`src/rtl/dac_ctl_seq.sv`:
```
// dac_ctl_seq: sequences DAC configuration over the 3-wire control port.
// After reset it waits POR_CYCLES, then streams the INIT_WORDS table.
// From then on it follows S/PDIF lock and rate, issuing mute / rate / unmute
// writes so that rate switches are click-free. Host writes share the port at
// lower priority than sequencer traffic.
//
// Ports:
//   clk245760    clock
//   rst          synchronous active-high reset
//   locked_i     S/PDIF receiver locked (already synchronised)
//   rate_i       one-hot rate code, valid while locked_i
//   host_req_i   host write request, held until host_ack_o
//   host_word_i  host word {addr,data}
//   host_ack_o   one-cycle pulse at the end of the host frame
//   cfg_cs_n_o   control chip select, active low
//   cfg_sck_o    control clock, idles high, DAC samples on rising edge
//   cfg_sda_o    control data, MSB first, changes on falling edge
//   mute_o       DAC muted
//   ready_o      init table complete
//   busy_o       frame in progress (CS low or inter-frame gap)
module dac_ctl_seq #(
   parameter int unsigned                  NUM_RATE     = 5,
   parameter int unsigned                  SCK_HALF     = 4,
   parameter int unsigned                  POR_CYCLES   = 4096,
   parameter int unsigned                  INIT_LEN     = 4,
   parameter logic [16*INIT_LEN-1:0]       INIT_WORDS   = 64'h7F00_0100_0200_1300,
   parameter logic [7:0]                   MUTE_ADDR    = 8'h01,
   parameter logic [7:0]                   RATE_ADDR    = 8'h02,
   parameter int unsigned                  UNMUTE_DELAY = 24576
) (
   input  logic                clk245760,
   input  logic                rst,
   input  logic                locked_i,
   input  logic [NUM_RATE-1:0] rate_i,
   input  logic                host_req_i,
   input  logic [15:0]         host_word_i,
   output logic                host_ack_o,
   output logic                cfg_cs_n_o,
   output logic                cfg_sck_o,
   output logic                cfg_sda_o,
   output logic                mute_o,
   output logic                ready_o,
   output logic                busy_o
);

   localparam int unsigned POR_W = $clog2(POR_CYCLES + 1);
   localparam int unsigned CNT_W = $clog2(2 * SCK_HALF + 1);
   localparam int unsigned IDX_W = $clog2(INIT_LEN + 1);
   localparam int unsigned DLY_W = $clog2(UNMUTE_DELAY + 1);
   localparam int unsigned PH_W  = 6;

   // Half-bit phases: 0 = lead-in after CS fall, odd = SCK low, even = SCK high.
   localparam logic [PH_W-1:0] PH_LAST = 6'd32;

   localparam logic [2:0] ST_POR   = 3'd0;
   localparam logic [2:0] ST_INIT  = 3'd1;
   localparam logic [2:0] ST_IDLE  = 3'd2;
   localparam logic [2:0] ST_SHIFT = 3'd3;
   localparam logic [2:0] ST_GAP   = 3'd4;

   // Origin of the word in flight, decides what happens at frame completion.
   localparam logic [2:0] K_INIT   = 3'd0;
   localparam logic [2:0] K_MUTE   = 3'd1;
   localparam logic [2:0] K_RATE   = 3'd2;
   localparam logic [2:0] K_UNMUTE = 3'd3;
   localparam logic [2:0] K_HOST   = 3'd4;

   logic [2:0]          state_q, state_d;
   logic [2:0]          kind_q, kind_d;
   logic [POR_W-1:0]    por_cnt_q, por_cnt_d;
   logic [CNT_W-1:0]    cnt_q, cnt_d;
   logic [PH_W-1:0]     ph_q, ph_d;
   logic [IDX_W-1:0]    idx_q, idx_d;
   logic [DLY_W-1:0]    dly_q, dly_d;
   logic [15:0]         shreg_q, shreg_d;
   logic                mute_pend_q, mute_pend_d;
   logic                rate_pend_q, rate_pend_d;
   logic                unmute_pend_q, unmute_pend_d;
   logic                locked_q, locked_d;
   logic [NUM_RATE-1:0] rate_q, rate_d;
   logic                cs_n_q, cs_n_d;
   logic                sck_q, sck_d;
   logic                sda_q, sda_d;
   logic                mute_q, mute_d;
   logic                ready_q, ready_d;
   logic                busy_q, busy_d;
   logic                ack_q, ack_d;

   logic                armed_c, ev_fall_c, ev_new_c, unmute_done_c;
   logic                load_c;
   logic [15:0]         load_word_c;
   logic [2:0]          load_kind_c;

   // Index of the single set bit; anything not one-hot maps to 0.
   function automatic logic [7:0] rate_index(input logic [NUM_RATE-1:0] r);
      logic [7:0]  idx;
      int unsigned ones;
      idx  = 8'h00;
      ones = 0;
      for (int i = 0; i < int'(NUM_RATE); i++) begin
         if (r[i]) begin
            idx  = 8'(i);
            ones = ones + 1;
         end
      end
      return (ones == 1) ? idx : 8'h00;
   endfunction

   // Word i of the init table; word 0 sits in the MSBs.
   function automatic logic [15:0] init_word(input logic [IDX_W-1:0] i);
      logic [15:0] w;
      w = 16'h0000;
      for (int k = 0; k < int'(INIT_LEN); k++) begin
         if (i == IDX_W'(k)) w = INIT_WORDS[16*(INIT_LEN-1-k) +: 16];
      end
      return w;
   endfunction

   // State and datapath register
   always_ff @(posedge clk245760) begin
      if (rst) begin
         state_q       <= ST_POR;
         kind_q        <= K_INIT;
         por_cnt_q     <= '0;
         cnt_q         <= '0;
         ph_q          <= '0;
         idx_q         <= '0;
         dly_q         <= '0;
         shreg_q       <= '0;
         mute_pend_q   <= 1'b0;
         rate_pend_q   <= 1'b0;
         unmute_pend_q <= 1'b0;
         locked_q      <= 1'b0;
         rate_q        <= '0;
         cs_n_q        <= 1'b1;
         sck_q         <= 1'b1;
         sda_q         <= 1'b0;
         mute_q        <= 1'b1;
         ready_q       <= 1'b0;
         busy_q        <= 1'b0;
         ack_q         <= 1'b0;
      end else begin
         state_q       <= state_d;
         kind_q        <= kind_d;
         por_cnt_q     <= por_cnt_d;
         cnt_q         <= cnt_d;
         ph_q          <= ph_d;
         idx_q         <= idx_d;
         dly_q         <= dly_d;
         shreg_q       <= shreg_d;
         mute_pend_q   <= mute_pend_d;
         rate_pend_q   <= rate_pend_d;
         unmute_pend_q <= unmute_pend_d;
         locked_q      <= locked_d;
         rate_q        <= rate_d;
         cs_n_q        <= cs_n_d;
         sck_q         <= sck_d;
         sda_q         <= sda_d;
         mute_q        <= mute_d;
         ready_q       <= ready_d;
         busy_q        <= busy_d;
         ack_q         <= ack_d;
      end
   end

   // Next-state, event tracking and word selection
   always_comb begin
      state_d       = state_q;
      kind_d        = kind_q;
      por_cnt_d     = por_cnt_q;
      cnt_d         = cnt_q;
      ph_d          = ph_q;
      idx_d         = idx_q;
      dly_d         = dly_q;
      shreg_d       = shreg_q;
      mute_pend_d   = mute_pend_q;
      rate_pend_d   = rate_pend_q;
      unmute_pend_d = unmute_pend_q;
      cs_n_d        = cs_n_q;
      sck_d         = sck_q;
      sda_d         = sda_q;
      mute_d        = mute_q;
      ready_d       = ready_q;
      busy_d        = busy_q;
      ack_d         = 1'b0;
      unmute_done_c = 1'b0;
      load_c        = 1'b0;
      load_word_c   = 16'h0000;
      load_kind_c   = K_INIT;

      // Lock/rate history is held cleared during POR so a lock already
      // present when POR ends still shows up as a rising edge.
      armed_c   = (state_q != ST_POR);
      locked_d  = armed_c ? locked_i : 1'b0;
      rate_d    = armed_c ? rate_i : '0;
      ev_fall_c = armed_c && locked_q && !locked_i;
      ev_new_c  = armed_c && locked_i && (!locked_q || (rate_i != rate_q));

      if (dly_q != '0) dly_d = dly_q - DLY_W'(1);

      case (state_q)
         ST_POR: begin
            if (por_cnt_q == POR_W'(POR_CYCLES - 1)) begin
               por_cnt_d = '0;
               idx_d     = '0;
               state_d   = ST_INIT;
            end else begin
               por_cnt_d = por_cnt_q + POR_W'(1);
            end
         end
         ST_INIT: begin
            if (idx_q == IDX_W'(INIT_LEN)) begin
               ready_d = 1'b1;
               state_d = ST_IDLE;
            end else begin
               load_c      = 1'b1;
               load_word_c = init_word(idx_q);
               load_kind_c = K_INIT;
            end
         end
         ST_SHIFT: begin
            if (cnt_q == CNT_W'(SCK_HALF - 1)) begin
               cnt_d = '0;
               if (ph_q == PH_LAST) begin
                  cs_n_d  = 1'b1;
                  sck_d   = 1'b1;
                  sda_d   = 1'b0;
                  state_d = ST_GAP;
               end else begin
                  ph_d = ph_q + PH_W'(1);
                  // Entering an odd phase is the SCK fall that presents the next bit.
                  if (!ph_q[0]) begin
                     sck_d   = 1'b0;
                     sda_d   = shreg_q[15];
                     shreg_d = {shreg_q[14:0], 1'b0};
                  end else begin
                     sck_d = 1'b1;
                  end
               end
            end else begin
               cnt_d = cnt_q + CNT_W'(1);
            end
         end
         ST_GAP: begin
            if (cnt_q == CNT_W'(2 * SCK_HALF - 1)) begin
               cnt_d  = '0;
               busy_d = 1'b0;
               case (kind_q)
                  K_INIT: idx_d = idx_q + IDX_W'(1);
                  // Only arm the unmute if no event re-queued the sequence mid-frame.
                  K_RATE: begin
                     if (!mute_pend_q && !rate_pend_q) begin
                        unmute_pend_d = 1'b1;
                        dly_d         = DLY_W'(UNMUTE_DELAY);
                     end
                  end
                  K_UNMUTE: unmute_done_c = 1'b1;
                  K_HOST:   ack_d = 1'b1;
                  default:  ;
               endcase
               state_d = (kind_q == K_INIT) ? ST_INIT : ST_IDLE;
            end else begin
               cnt_d = cnt_q + CNT_W'(1);
            end
         end
         default: ;
      endcase

      // Lock/rate events override whatever the frame completion decided.
      if (ev_fall_c) begin
         mute_d        = 1'b1;
         mute_pend_d   = 1'b1;
         rate_pend_d   = 1'b0;
         unmute_pend_d = 1'b0;
      end
      if (ev_new_c) begin
         mute_d        = 1'b1;
         mute_pend_d   = 1'b1;
         rate_pend_d   = 1'b1;
         unmute_pend_d = 1'b0;
      end
      if (unmute_done_c && locked_i && !mute_pend_d && !rate_pend_d && !unmute_pend_d)
         mute_d = 1'b0;

      // Flags are cleared at load, so an event during the frame re-arms them.
      if (state_q == ST_IDLE) begin
         if (mute_pend_d) begin
            load_c      = 1'b1;
            load_word_c = {MUTE_ADDR, 8'h03};
            load_kind_c = K_MUTE;
            mute_pend_d = 1'b0;
         end else if (rate_pend_d) begin
            load_c      = 1'b1;
            load_word_c = {RATE_ADDR, rate_index(rate_i)};
            load_kind_c = K_RATE;
            rate_pend_d = 1'b0;
         end else if (unmute_pend_d && (dly_q == '0)) begin
            load_c        = 1'b1;
            load_word_c   = {MUTE_ADDR, 8'h00};
            load_kind_c   = K_UNMUTE;
            unmute_pend_d = 1'b0;
         end else if (host_req_i) begin
            load_c      = 1'b1;
            load_word_c = host_word_i;
            load_kind_c = K_HOST;
         end
      end

      if (load_c) begin
         shreg_d = load_word_c;
         kind_d  = load_kind_c;
         cs_n_d  = 1'b0;
         sck_d   = 1'b1;
         cnt_d   = '0;
         ph_d    = '0;
         busy_d  = 1'b1;
         state_d = ST_SHIFT;
      end
   end

   assign cfg_cs_n_o = cs_n_q;
   assign cfg_sck_o  = sck_q;
   assign cfg_sda_o  = sda_q;
   assign mute_o     = mute_q;
   assign ready_o    = ready_q;
   assign busy_o     = busy_q;
   assign host_ack_o = ack_q;

endmodule

```
`config.mk`:
```
export PLATFORM = sky130hd
export DESIGN_NAME = dac_ctl_seq
export DESIGN_NICKNAME = d
export VERILOG_FILES = /design/src/rtl/dac_ctl_seq.sv
export SDC_FILE = /design/constraint.sdc
export NUM_CORES = 1
export LEC_CHECK = 0
export BUFFER_PORTS_ARGS = -buffer_cell sky130_fd_sc_hd__buf_4
export CAP_MARGIN = 20
export CELL_PAD_IN_SITES_DETAIL_PLACEMENT = 1
export CELL_PAD_IN_SITES_GLOBAL_PLACEMENT = 1
export CORE_ASPECT_RATIO = 2
export CORE_MARGIN = 2
export CORE_UTILIZATION = 42
export DETAILED_ROUTE_END_ITERATION = 8
export PLACE_DENSITY_LB_ADDON = 0.1
export SLEW_MARGIN = 20
export SYNTH_ARGS = -nofsm -noshare
export SYNTH_HDL_FRONTEND = slang
export SYNTH_SLANG_ARGS = --single-unit
```
`constraint.sdc`:
```
create_clock -name clk245760 -period 2.7 [get_ports clk245760]
set_input_delay 0.27 -clock clk245760 [delete_from_list [all_inputs] [get_ports clk245760]]
set_output_delay 0.27 -clock clk245760 [all_outputs]
set_load 0.01 [all_outputs]
```
== Word level (Yosys, flattened, before mapping) ==
Cells that the tools add are included.

* Flip-flop bits (word level): 79
* Output and inout bits: 7

* Add/sub/neg operators: 9
* Eq/ne operators: 31
* Muxes and demuxes: 108
* Bitwise gates (word level): 4
* Reductions and logical operators: 48

{| class="wikitable"
|+ Operators with widths
! kind !! number
|-
| $mux W32 || 19
|-
| $mux W16 || 15
|-
| $add A32 B1 Y32 const B || 4
|-
| $mux W15 || 6
|-
| $mux W1 || 43
|-
| $mux W3 || 13
|-
| $eq A32 B1 Y1 const B || 1
|-
| $mux W8 || 4
|-
| $eq A3 B2 Y1 const B || 6
|-
| $logic_not A15 Y1 || 1
|-
| $ne A3 B3 Y1 const B || 5
|-
| $reduce_bool A15 Y1 || 1
|-
| $sub A15 B1 Y15 const B || 1
|-
| $ne A2 B2 Y1 const B || 7
|-
| $reduce_bool A2 Y1 || 7
|-
| $add A13 B1 Y13 const B || 1
|-
| $eq A13 B12 Y1 const B || 1
|-
| $mux W13 || 1
|-
| $pmux W3 S4 || 1
|-
| $reduce_and A6 Y1 || 2
|-
| $logic_and A1 B1 Y1 || 10
|-
| $eq A3 B3 Y1 const B || 3
|-
| $logic_not A3 Y1 || 3
|-
| $reduce_and A3 Y1 || 3
|-
| 23 further kinds || 42
|}

== Logic depth before layout (Yosys ltp) ==
Gate-level depths: netlist (run 1).

* Depth in word-level cells: 34
* Mapped depth: 12
* Mapped depth without buffers: 12

== Worst setup path before layout (run 1) ==
OpenSTA, ideal clock, no wires.

* Path kind: input to register
* Start: input port rate_i[0]
* End: register shreg_q[1]
* Data arrival time: 2.315 ns
* Data required time: 2.566 ns
* Setup slack: 0.251 ns
* Cell stages on the path: 12
* Cell sequence: inv_1 ha_1 xor2_1 ha_1 mux2_2 ha_1 nand2_1 xor2_1 xnor2_1 nor2_1 a221oi_1 o22ai_1

* Longest elaborated chain between the ends: 30
* Elaborated cells on any way between the ends: 47
* Classes of those cells: add/sub: 4; eq/ne: 4; mux: 33; reduce/logical: 6

{| class="wikitable"
|+ RTL lines
! item !! line !! text
|-
| start, declared || 34 || <nowiki>input logic [NUM_RATE-1:0] rate_i,</nowiki>
|-
| $mux W1 || 101 || <nowiki>if (r[i]) begin</nowiki>
|-
| $mux W32 || 292 || <nowiki>end else if (rate_pend_d) begin</nowiki>
|-
| $mux W32 || 287 || <nowiki>if (mute_pend_d) begin</nowiki>
|-
| $mux W32 || 286 || <nowiki>if (state_q == ST_IDLE) begin</nowiki>
|-
| $add A32 B1 Y32 || 103 || <nowiki>ones = ones + 1;</nowiki>
|-
| $mux W32 || 101 ||
|-
| $mux W32 || 292 ||
|-
| $mux W32 || 287 ||
|-
| [... 14 more ...] || n/a ||
|-
| $mux W32 || 287 ||
|-
| $mux W32 || 286 ||
|-
| $eq A32 B1 Y1 || 106 || <nowiki>return (ones == 1) ? idx : 8'h00;</nowiki>
|-
| $mux W8 || 106 ||
|-
| $mux W16 || 292 ||
|-
| $mux W16 || 287 ||
|-
| $mux W16 || 286 ||
|-
| $mux W16 || 309 || <nowiki>if (load_c) begin</nowiki>
|-
| end signal, assigned || 150 || <nowiki>shreg_q <= shreg_d;</nowiki>
|-
| end, declared || 75 || <nowiki>logic [15:0] shreg_q, shreg_d;</nowiki>
|}

Parallel ways exist; a longest one is shown, timed or not. The select of a mux whose other input is x is not followed.
A chain may end at the register's enable or synchronous reset.

== Worst setup path after layout (run 1) ==
* Start: register dly_q[0]
* End: register shreg_q[0]

* Longest elaborated chain between the ends: 8
* Elaborated cells on any way between the ends: 16
* Classes of those cells: eq/ne: 2; mux: 9; reduce/logical: 5

{| class="wikitable"
|+ RTL lines
! item !! line !! text
|-
| start, declared || 74 || <nowiki>logic [DLY_W-1:0] dly_q, dly_d;</nowiki>
|-
| start signal, assigned || 149 || <nowiki>dly_q <= dly_d;</nowiki>
|-
| $logic_not A15 Y1 * || 297 || <nowiki>end else if (unmute_pend_d && (dly_q == '0)) begin</nowiki>
|-
| $logic_and A1 B1 Y1 * || 297 ||
|-
| $mux W1 || 297 ||
|-
| $mux W1 || 292 ||
|-
| $mux W1 || 287 ||
|-
| $mux W1 || 286 ||
|-
| $ne A2 B2 Y1 (no line) (tied with other cells) || n/a ||
|-
| $reduce_and A4 Y1 (no line) || n/a ||
|}

Every way passes the cells marked *; elsewhere a longest branch is shown, timed or not.

==> impl_metrics.csv, run 1 <==
group,metric,value,unit
timing,final.setup_skew,0.00846,ns
clock_network,numCtsBuffers,9,
clock_network,cts_sinks,79,
worst_setup_path,path_class,"reg2reg",
grt,grt_pass1_vias,4020,
die,dieHeight,145,um
drt,drc,0,
clock_network,hold_buffers,0,
layout,drive_above_1_share,17.7,%
synthesis,ys_seq_elements,79,
worst_setup_path,max_stage_delay,0.38,ns
drt,wire_per_inst,17.2,um
grt,grt_usage,22.7,%
pwr,p_leak,1.83,nW
worst_setup_path,cp_max_fo,10,
synthesis,syn_avg_cell_area,8.72,um2
layout,instances_no_fill,658,
die,io_pins,32,
drt,vias,3681,
timing,period_needed,2.45,ns
worst_setup_path,endpoint_kind,"flip-flop",
clock_network,clock_latency,0.34,ns
worst_setup_path,cp-start-kind,"flip-flop",
drt,routed_wl,11300,um
timing,report.final.slew_viol_count,0,
die,rows,51,
grt,antenna_found_initial,0,
timing,rsz0062_at_grt,"false",
die,core_area,9700,um2
min_path,worstHoldStart,"rate_i[4]",
synthesis,dominantRegCellSynth,"dfxtp_1",
timing,max_freq,409,MHz
timing,finalSetupTns,0,ns
synthesis,synthDominantCellAreaShare,37.7,%
place,port_buffers,31,
die,start_util,43.3,%
worst_setup_path,reg2reg_from,"dly_q[0]",
place,dp_hpwl,8700,um
synthesis,synth.distinct_cells,62,
synthesis,yosysWarnings,0,
synthesis,synth_nets,520,
drt,antenna_left,0,
place,place.gp.congestion,0.828,
synthesis,synth.top_cells.by_area,"dfxtp_1, nor2_1, xor2_1, ha_1, nand2_1",
clock_network,root_buffer,"clkbuf_16",
grt,grt_remaining_overflow,0,
die,die_area,10900,um2
die,die_w,74.7,um
timing,worst_slew_pin_slew,0.588,ns
drt,drtPass1Iterations,4,
timing,finalCritPeriodShare,90.6,%
timing,maxSlewHeadroom,60.4,%
clock_network,cts_tree,"built",
synthesis,synth-async-reset-ratio,0,%
synthesis,synth-seq-area-share,37.7,%
layout,fin_util,50.9,%
clock_network,ctsLongestPathBuffers,2,
worst_setup_path,crit_family,"simple AND/OR/NAND/NOR gates",
min_path,holdCritPathClass,"in2reg",
synthesis,synth_edf_count,0,
clock_network,path_clk_slew,0.07,ns
worst_setup_path,setup.worst_path.start,"dly_q[0]",
pwr,vdd_drop_max,0.447,mV
timing,hold_ws,0.194,ns
status,status,"finished, final reports clean",
worst_setup_path,cpMaxStageDelayCell,"or2_1",
clock_network,ctsHtreeMaxLevel,3,
worst_setup_path,critPathRequiredTime,2.92,ns
synthesis,synthCells,481,
layout,num-nets-final,560,
synthesis,netlist_area,4200,um2
clock_network,cts_setup_buffers,0,
drt,via_per_inst,5.59,
worst_setup_path,worstPathCellList,"inv_1 -> ha_1 -> nor4b_2 -> nand4_4 -> or2_1 -> o211a_1 -> a221oi_1 -> o22ai_1",
timing,final-setup-viol-count,0,
job,maxCapViolCount,0,
worst_setup_path,cp.arrival,2.67,ns
layout,area_growth,17.7,%
grt,grt_pass1_wl,19100,um
grt,grt_max_degree,49,
layout,diodes,0,
clock_network,cts_resized,0,
drt,drt-initial-drc-count,110,
pwr,powerDensity,998,nW/um2
synthesis,yosysTopAreaCell,"dfxtp_1",
timing,final_hold_viol_count,0,
place,place_inst,642,
worst_setup_path,critPathBufInv,1,
[cells in the mapped netlist, types with 7 or more instances]
cell / number
xor2_1: 22
mux2i_1: 11
nor3_1: 14
nand2_1: 36
nand4_1: 7
nand2b_1: 8
o21ai_0: 19
inv_1: 16
xnor2_1: 14
ha_1: 14
nand3_1: 22
nor3b_1: 7
or3_1: 7
nor4_1: 7
clkbuf_1: 10
a221oi_1: 14
a21oi_1: 18
a31oi_1: 7
nor2_1: 68
dfxtp_1: 79
[flip-flops by register name, summed over array words and instances (netlist names), 3 cells and up]
name / flops
shreg_q: 16
dly_q: 15
por_cnt_q: 13
ph_q: 6
rate_q: 5
cnt_q: 4
idx_q: 3
kind_q: 3
state_q: 3
[stage by stage]
step           cell area [um2]  setup slack [ns]  power [W]
2_1_floorplan             4200             0.251    0.00303
3_3_place_gp              4610             0.146    0.00357
3_5_place_dp              4610            0.0387    0.00364
4_1_cts                   4940             0.241    0.00498
5_1_grt                   4940            0.0923    0.00526
6_report                  4940             0.253    0.00492
[report_power, final]
part,total (W),internal (W),switching [W]
combinational,0.00190,0.000832,0.00107
sequential,0.00171,0.00143,0.000278
clock,0.00132,0.000811,0.000507
total,0.00492,0.00307,0.00185
[cells in the final DEF (no fill, tap or decap), types with 8 or more instances in the layout]
master / count
inv_1: 16
nor2_1: 68
nand3_1: 22
o21ai_0: 19
mux2i_1: 11
buf_4: 50
clkbuf_16: 9
nor3_1: 14
xnor2_1: 14
nand2_1: 36
nand2b_1: 8
a221oi_1: 14
ha_1: 14
dfxtp_1: 79
xor2_1: 22
a21oi_1: 18
[area by class of cell]
cell class                      instances  area, um2
Clock inverter                          7       96.3
Fill cell                            1167       4760
Sequential cell                        79       1580
Multi-Input combinational cell        364       2430
Inverter                               17       63.8
Timing Repair Buffer                   50        375
Tap cell                              132        165
Clock buffer                            9        225
[per-layer routing]
metal	vias to the layer above	wire length, um	global-route usage (%)	share of wire, %
li1	1792	-	-	-
met1	1799	4060	21.9	36
met2	54	6480	42.4	57
met3	36	264	4.09	2.3
met4	0	543	12.9	4.8
met5	-	0	0	0
[cells by family (layout without fill, tap and decap cells)]
kind of cell	after synthesis	in the layout	share of synthesized area, %
muxes	14	14	3.43
buffers and inverters	38	83	4.41
xor gates and xnor gates	37	37	7.90
and+or+nand+nor	212	212	28.2
AOI/OAI and AO/OA	87	87	14.2
DFF	79	79	37.7
adders and majority gates	14	14	4.18
[final timing paths]
check	endpoint	slack, ns	cells past startpoint
setup reg to reg	shreg_q[0]	0.25	8
hold reg to reg	ready_o	0.47	2
hold / removal	rate_q[4]	0.19	2
setup / recovery	shreg_q[0]	0.25	8
[worst register-to-register path, stage by stage (launching register included)]
cell      delay [ns]
dfxtp_1         0.34
inv_1           0.07
ha_1            0.20
nor4b_2         0.36
nand4_4         0.24
or2_1           0.38
o211a_1         0.29
a221oi_1        0.32
o22ai_1         0.11
Note: power is estimated with default switching activity, not from simulation.
==> inputs of run 2 (changes only) <==
==> constraint.sdc (replaced) <==
create_clock -name clk245760 -period 2.7 [get_ports clk245760]
set_input_delay 0.135 -clock clk245760 [delete_from_list [all_inputs] [get_ports clk245760]]
set_output_delay 0.135 -clock clk245760 [all_outputs]
set_load 0.01 [all_outputs]
==> run 2 against run 1 <==
Compared with the run above: die area stayed put; flip-flop and latch count stayed put; sequential power hardly changed; via count is 1.7% lower; clock skew is 0.0013 ns higher; maximum frequency hardly changed; sequential share of layout area hardly changed; cell count is 0.61% lower; first-iteration DRC count is 15% lower; register-to-register slack hardly changed.
==> impl_metrics.csv, run 2 (synthesis gave the netlist of run 1 again) <==
group,metric,value,unit
timing,finalSetupTns,0,ns
clock_network,cts_tree,"built",
worst_setup_path,ff2ff_setup_slack,0.25,ns
layout,area_growth,17.6,%
min_path,holdCritPathClass,"in2reg",
grt,antenna_found_initial,0,
timing,period_needed,2.45,ns
clock_network,ctsLongestPathBuffers,2,
clock_network,cts_setup_buffers,0,
worst_setup_path,cp.arrival,2.66,ns
clock_network,cts_resized,0,
grt,grt_pass1_vias,3941,
worst_setup_path,cpMaxStageDelayCell,"nor4b_2",
die,die_area,10900,um2
timing,finalCritPeriodShare,90.6,%
pwr,p_leak,1.83,nW
layout,reg_top3,"shreg_q: 16 flops, dly_q: 15 flops, por_cnt_q: 13 flops",
place,dp_hpwl,8670,um
worst_setup_path,critPathRequiredTime,2.91,ns
worst_setup_path,path_class,"reg2reg",
clock_network,cts_sinks,79,
place,place.gp.congestion,0.824,
die,io_pins,32,
timing,hold_ws,0.0710,ns
worst_setup_path,cp-start-kind,"flip-flop",
status,status,"finished, final reports clean",
place,dp_slack,0.141,ns
drt,via_per_inst,5.54,
worst_setup_path,max_stage_delay,0.40,ns
worst_setup_path,r2r_cells,8,
worst_setup_path,setup.worst_path.start,"dly_q[0]",
clock_network,numCtsBuffers,9,
place,port_buffers,31,
grt,grt_remaining_overflow,0,
clock_network,root_buffer,"clkbuf_16",
worst_setup_path,cp-endpoint,"shreg_q[1]",
worst_setup_path,cp_max_fo,10,
die,rows,51,
drt,antenna_left,0,
timing,final.setup_skew,0.00974,ns
die,core_area,9700,um2
layout,layout_commonest_cell,"dfxtp_1",
drt,routed_wl,11400,um
min_path,worstHoldPathCells,2,
worst_setup_path,cp.depth,8,
layout,instances_no_fill,654,
worst_setup_path,worstPathCellList,"inv_1 -> ha_1 -> nor4b_2 -> nand4_4 -> or2_1 -> o211a_1 -> a221oi_1 -> o22ai_1",
timing,max_freq,409,MHz
clock_network,ctsHtreeMaxLevel,3,
layout,largest_reg_flops,16,
pwr,vdd_drop_max,0.441,mV
layout,largest_register,"shreg_q",
layout,drive_above_1_share,17.2,%
grt,grt_pass1_wl,19000,um
timing,maxSlewHeadroom,54.0,%
drt,vias,3620,
timing,final_hold_viol_count,0,
drt,drt-initial-drc-count,94,
worst_setup_path,crit_family,"simple AND/OR/NAND/NOR gates",
pwr,powerDensity,998,nW/um2
drt,drtPass1Iterations,4,
worst_setup_path,reg2reg_from,"dly_q[0]",
worst_setup_path,endpoint_kind,"flip-flop",
layout,layout_common_cells,"dfxtp_1, nor2_1, buf_4",
die,die_w,74.7,um
drt,drc,0,
grt,grt_usage,22.8,%
layout,diodes,0,
timing,rsz0062_at_grt,"false",
layout,num-nets-final,556,
die,start_util,43.3,%
clock_network,hold_buffers,0,
worst_setup_path,timing.rr.end,"shreg_q[1]",
timing,final-setup-viol-count,0,
die,dieHeight,145,um
worst_setup_path,critPathBufInv,1,
place,place_inst,638,
layout,fin_util,50.9,%
timing,report.final.slew_viol_count,0,
grt,grt_max_degree,49,
clock_network,path_clk_slew,0.06,ns
drt,wire_per_inst,17.4,um
timing,worst_slew_pin_slew,0.684,ns
job,maxCapViolCount,0,
clock_network,clock_latency,0.34,ns
timing,fin_ws,0.253,ns
[run 2: changes by cell type in the layout (fill, tap and decap cells not counted), sizes merged]
cell,previous run,this run
clkbuf,9,12
inv,18,17
clkinvlp,3,1
buf,50,46
[run 2: cell type report]
type                       instances  area [um2]
tap                              132         165
fill                            1167        4770
clock buffer                      12         267
multi-input combinational        364        2430
inverter                          17        63.8
sequential                        79        1580
timing repair buffer              46         345
clock inverter                     4        76.3
[run 2: through the flow]
stage	total power (W)	instance area [um2]
final	0.00492	4930
after CTS	0.00499	4930
after global routing	0.00526	4930
after global placement	0.00352	4580
after floorplan	0.00303	4200
after detailed placement	0.00359	4580
[run 2: how the worst min path moves through the flow]
stage	slack, ns	from	end
after floorplan	0.26	rate_i[4]	rate_q[4]
after global placement	0.40	rate_i[4]	rate_q[4]
after detailed placement	0.41	rate_i[4]	rate_q[4]
after CTS	0.06	rate_i[4]	rate_q[4]
after global routing	0.08	host_word_i[13]	shreg_q[13]
final	0.07	rate_i[4]	rate_q[4]
[run 2: routing by layer]
metal | part of all wire [%] | GRT usage [%] | up-vias
met2 | 58 | 42.3 | 50
met5 | 0 | 0 | -
met4 | 4.0 | 10.9 | 0
met3 | 2.2 | 3.60 | 25
met1 | 36 | 23.4 | 1765
li1 | - | - | 1780
[run 2: power breakdown]
group          leakage [nW]  switching (W)  internal (W)  total, W
Combinational          1.02        0.00105      0.000797   0.00185
Sequential            0.644       0.000273       0.00143   0.00170
Clock                 0.165       0.000488      0.000887   0.00138
==> inputs of run 3 (changes only) <==
==> constraint.sdc (replaced) <==
create_clock -name clk245760 -period 2.7 [get_ports clk245760]
set_input_delay 0 -clock clk245760 [delete_from_list [all_inputs] [get_ports clk245760]]
set_output_delay 0 -clock clk245760 [all_outputs]
set_load 0.01 [all_outputs]
==> run 3 against run 2 <==
Compared with the run above: cell count grew 2.9%; largest power group unchanged; highest routed layer unchanged; sequential power about the same; design area grew 3.8%; clock-buffer cell count decreased by 2; maximum frequency shrank 2.9%; register-to-register slack about the same; die area unchanged.
==> impl_metrics.csv, run 3 (synthesis gave the netlist of run 1 again) <==
group,metric,value,unit
status,status,"finished, final reports clean",
layout,fillers,1180,
die,core_area,9700,um2
layout,reg_top3,"shreg_q: 16 flops, dly_q: 15 flops, por_cnt_q: 13 flops",
drt,vias,3725,
worst_setup_path,cp_max_fo,6,
timing,worst_slew_pin_slew,0.741,ns
worst_setup_path,critPathBufInv,3,
clock_network,cts_sinks,79,
worst_setup_path,cp.arrival,2.74,ns
grt,antenna_found_initial,0,
place,dp_slack,0.225,ns
worst_setup_path,endpoint_kind,"flip-flop",
pwr,p_leak,1.90,nW
layout,drive_above_1_share,17.7,%
timing,final-setup-viol-count,0,
timing,max_freq,397,MHz
timing,period_needed,2.52,ns
worst_setup_path,max_stage_delay,0.53,ns
layout,instances_no_fill,673,
clock_network,cts_setup_buffers,0,
drt,wire_per_inst,17.2,um
timing,final_hold_viol_count,0,
layout,regArea,1580,um2
layout,multi_input_area,2460,um2
pwr,vdd_drop_max,0.432,mV
clock_network,root_buffer,"clkbuf_16",
worst_setup_path,critPathRequiredTime,2.92,ns
die,dieHeight,145,um
layout,num-nets-final,575,
worst_setup_path,path_class,"in2reg",
timing,fin_ws,0.181,ns
timing,report.final.slew_viol_count,0,
die,die_w,74.7,um
clock_network,ctsLongestPathBuffers,2,
timing,finalCritPeriodShare,93.3,%
clock_network,path_clk_slew,0.06,ns
timing,finalSetupTns,0,ns
die,rows,51,
drt,routed_wl,11600,um
grt,grt_pass1_wl,19200,um
die,start_util,43.3,%
clock_network,clock_latency,0.34,ns
grt,grt_remaining_overflow,0,
clock_network,ctsHtreeMaxLevel,3,
clock_network,numCtsBuffers,9,
place,place.gp.congestion,0.849,
grt,grt_usage,22.9,%
min_path,holdCritPathClass,"in2reg",
die,die_area,10900,um2
drt,drc,0,
layout,layout_common_cells,"dfxtp_1, nor2_1, buf_4",
worst_setup_path,worstPathCellList,"dlygate4sd3_1 -> buf_4 -> inv_2 -> ha_4 -> xor2_1 -> ha_1 -> mux2_2 -> ha_1 -> nand2_1 -> xor2_1 -> xnor2_1 -> nor2_2 -> a221oi_2 -> o22ai_1",
layout,largest_register,"shreg_q",
layout,fin_util,52.8,%
drt,drt-initial-drc-count,136,
grt,grt_max_degree,49,
drt,antenna_left,0,
timing,final.setup_skew,0.00793,ns
drt,drtPass1Iterations,4,
layout,area_growth,22.1,%
worst_setup_path,cpMaxStageDelayCell,"dlygate4sd3_1",
layout,diodes,0,
pwr,power,0.00495,W
layout,largest_reg_flops,16,
pwr,powerDensity,966,nW/um2
timing,rsz0062_at_grt,"false",
die,io_pins,32,
worst_setup_path,crit_family,"buffers and inverters",
timing,maxSlewHeadroom,50.2,%
job,maxCapViolCount,0,
place,dp_hpwl,8610,um
place,port_buffers,31,
place,place_inst,639,
grt,grt_pass1_vias,3988,
worst_setup_path,cp-start-kind,"primary input",
drt,via_per_inst,5.53,
clock_network,cts_tree,"built",
layout,layout_commonest_cell,"dfxtp_1",
-- run 3: cell count changes in the layout (fill, tap and decap cells not counted), moves of 2 or more --
cell	previous run	this run
clkbuf_8	3	1
inv_2	1	3
a221oi_2	1	3
dlygate4sd3_1	0	18
inv_1	16	14
a221oi_1	14	12
clkinv_2	0	3
-- run 3: worst reg2reg max path: cells and delay by family, from the launching register on --
| kind | cells | cell delay (ns) |
|---|---|---|
| AND/OR/NAND/NOR | 3 | 1.04 |
| AO/OA/AOI/OAI | 3 | 0.69 |
| flip-flops | 1 | 0.34 |
| adder cells (fa/ha/maj) | 1 | 0.21 |
| buffers and inverters | 1 | 0.07 |
-- run 3: cell type report --
class	instances	share of cell area [%]
clock buffers	10	4.67
clock inverters	6	1.64
inverters	17	1.25
multi-input cells	364	47.9
flip-flops and latches	79	30.9
well taps	132	3.22
repair buffers	65	10.4
-- run 3: where the power goes --
group          internal (W)  switching, W  leakage [nW]
sequential          0.00143      0.000274         0.644
clock              0.000831      0.000491         0.162
combinational      0.000841       0.00108          1.10
-- run 3: worst paths after layout --
check	start	to	slack [ns]	cells past startpoint
worst min-delay path	locked_i	locked_q	0.03	3
worst min register to register	busy_o	busy_o	0.47	2
worst max register to register	dly_q[0]	shreg_q[1]	0.24	8
worst max-delay path	rate_i[0]	shreg_q[1]	0.18	14
-- run 3: what timing repair did --
item | CTS | global route
hold endpoints to repair | 18 | 0
gates resized for setup | 0 | 7
hold buffers | 18 | 0
setup endpoints to repair | 0 | 3
-- run 3: through the flow --
stage	area [um2]	hold slack (ns)
finish	5120	0.0323
global route	5120	0.0586
CTS	5090	0.0280
detailed placement	4590	0.269
global placement	4590	0.259
floorplan	4200	0.122
-- run 3: per-layer routing --
metal	up-vias	global-route usage [%]	wire length [um]
li1	1823	-	-
met1	1842	22.9	4200
met2	39	44.1	6840
met3	21	4.50	226
met4	0	8.30	294
met5	-	0	0
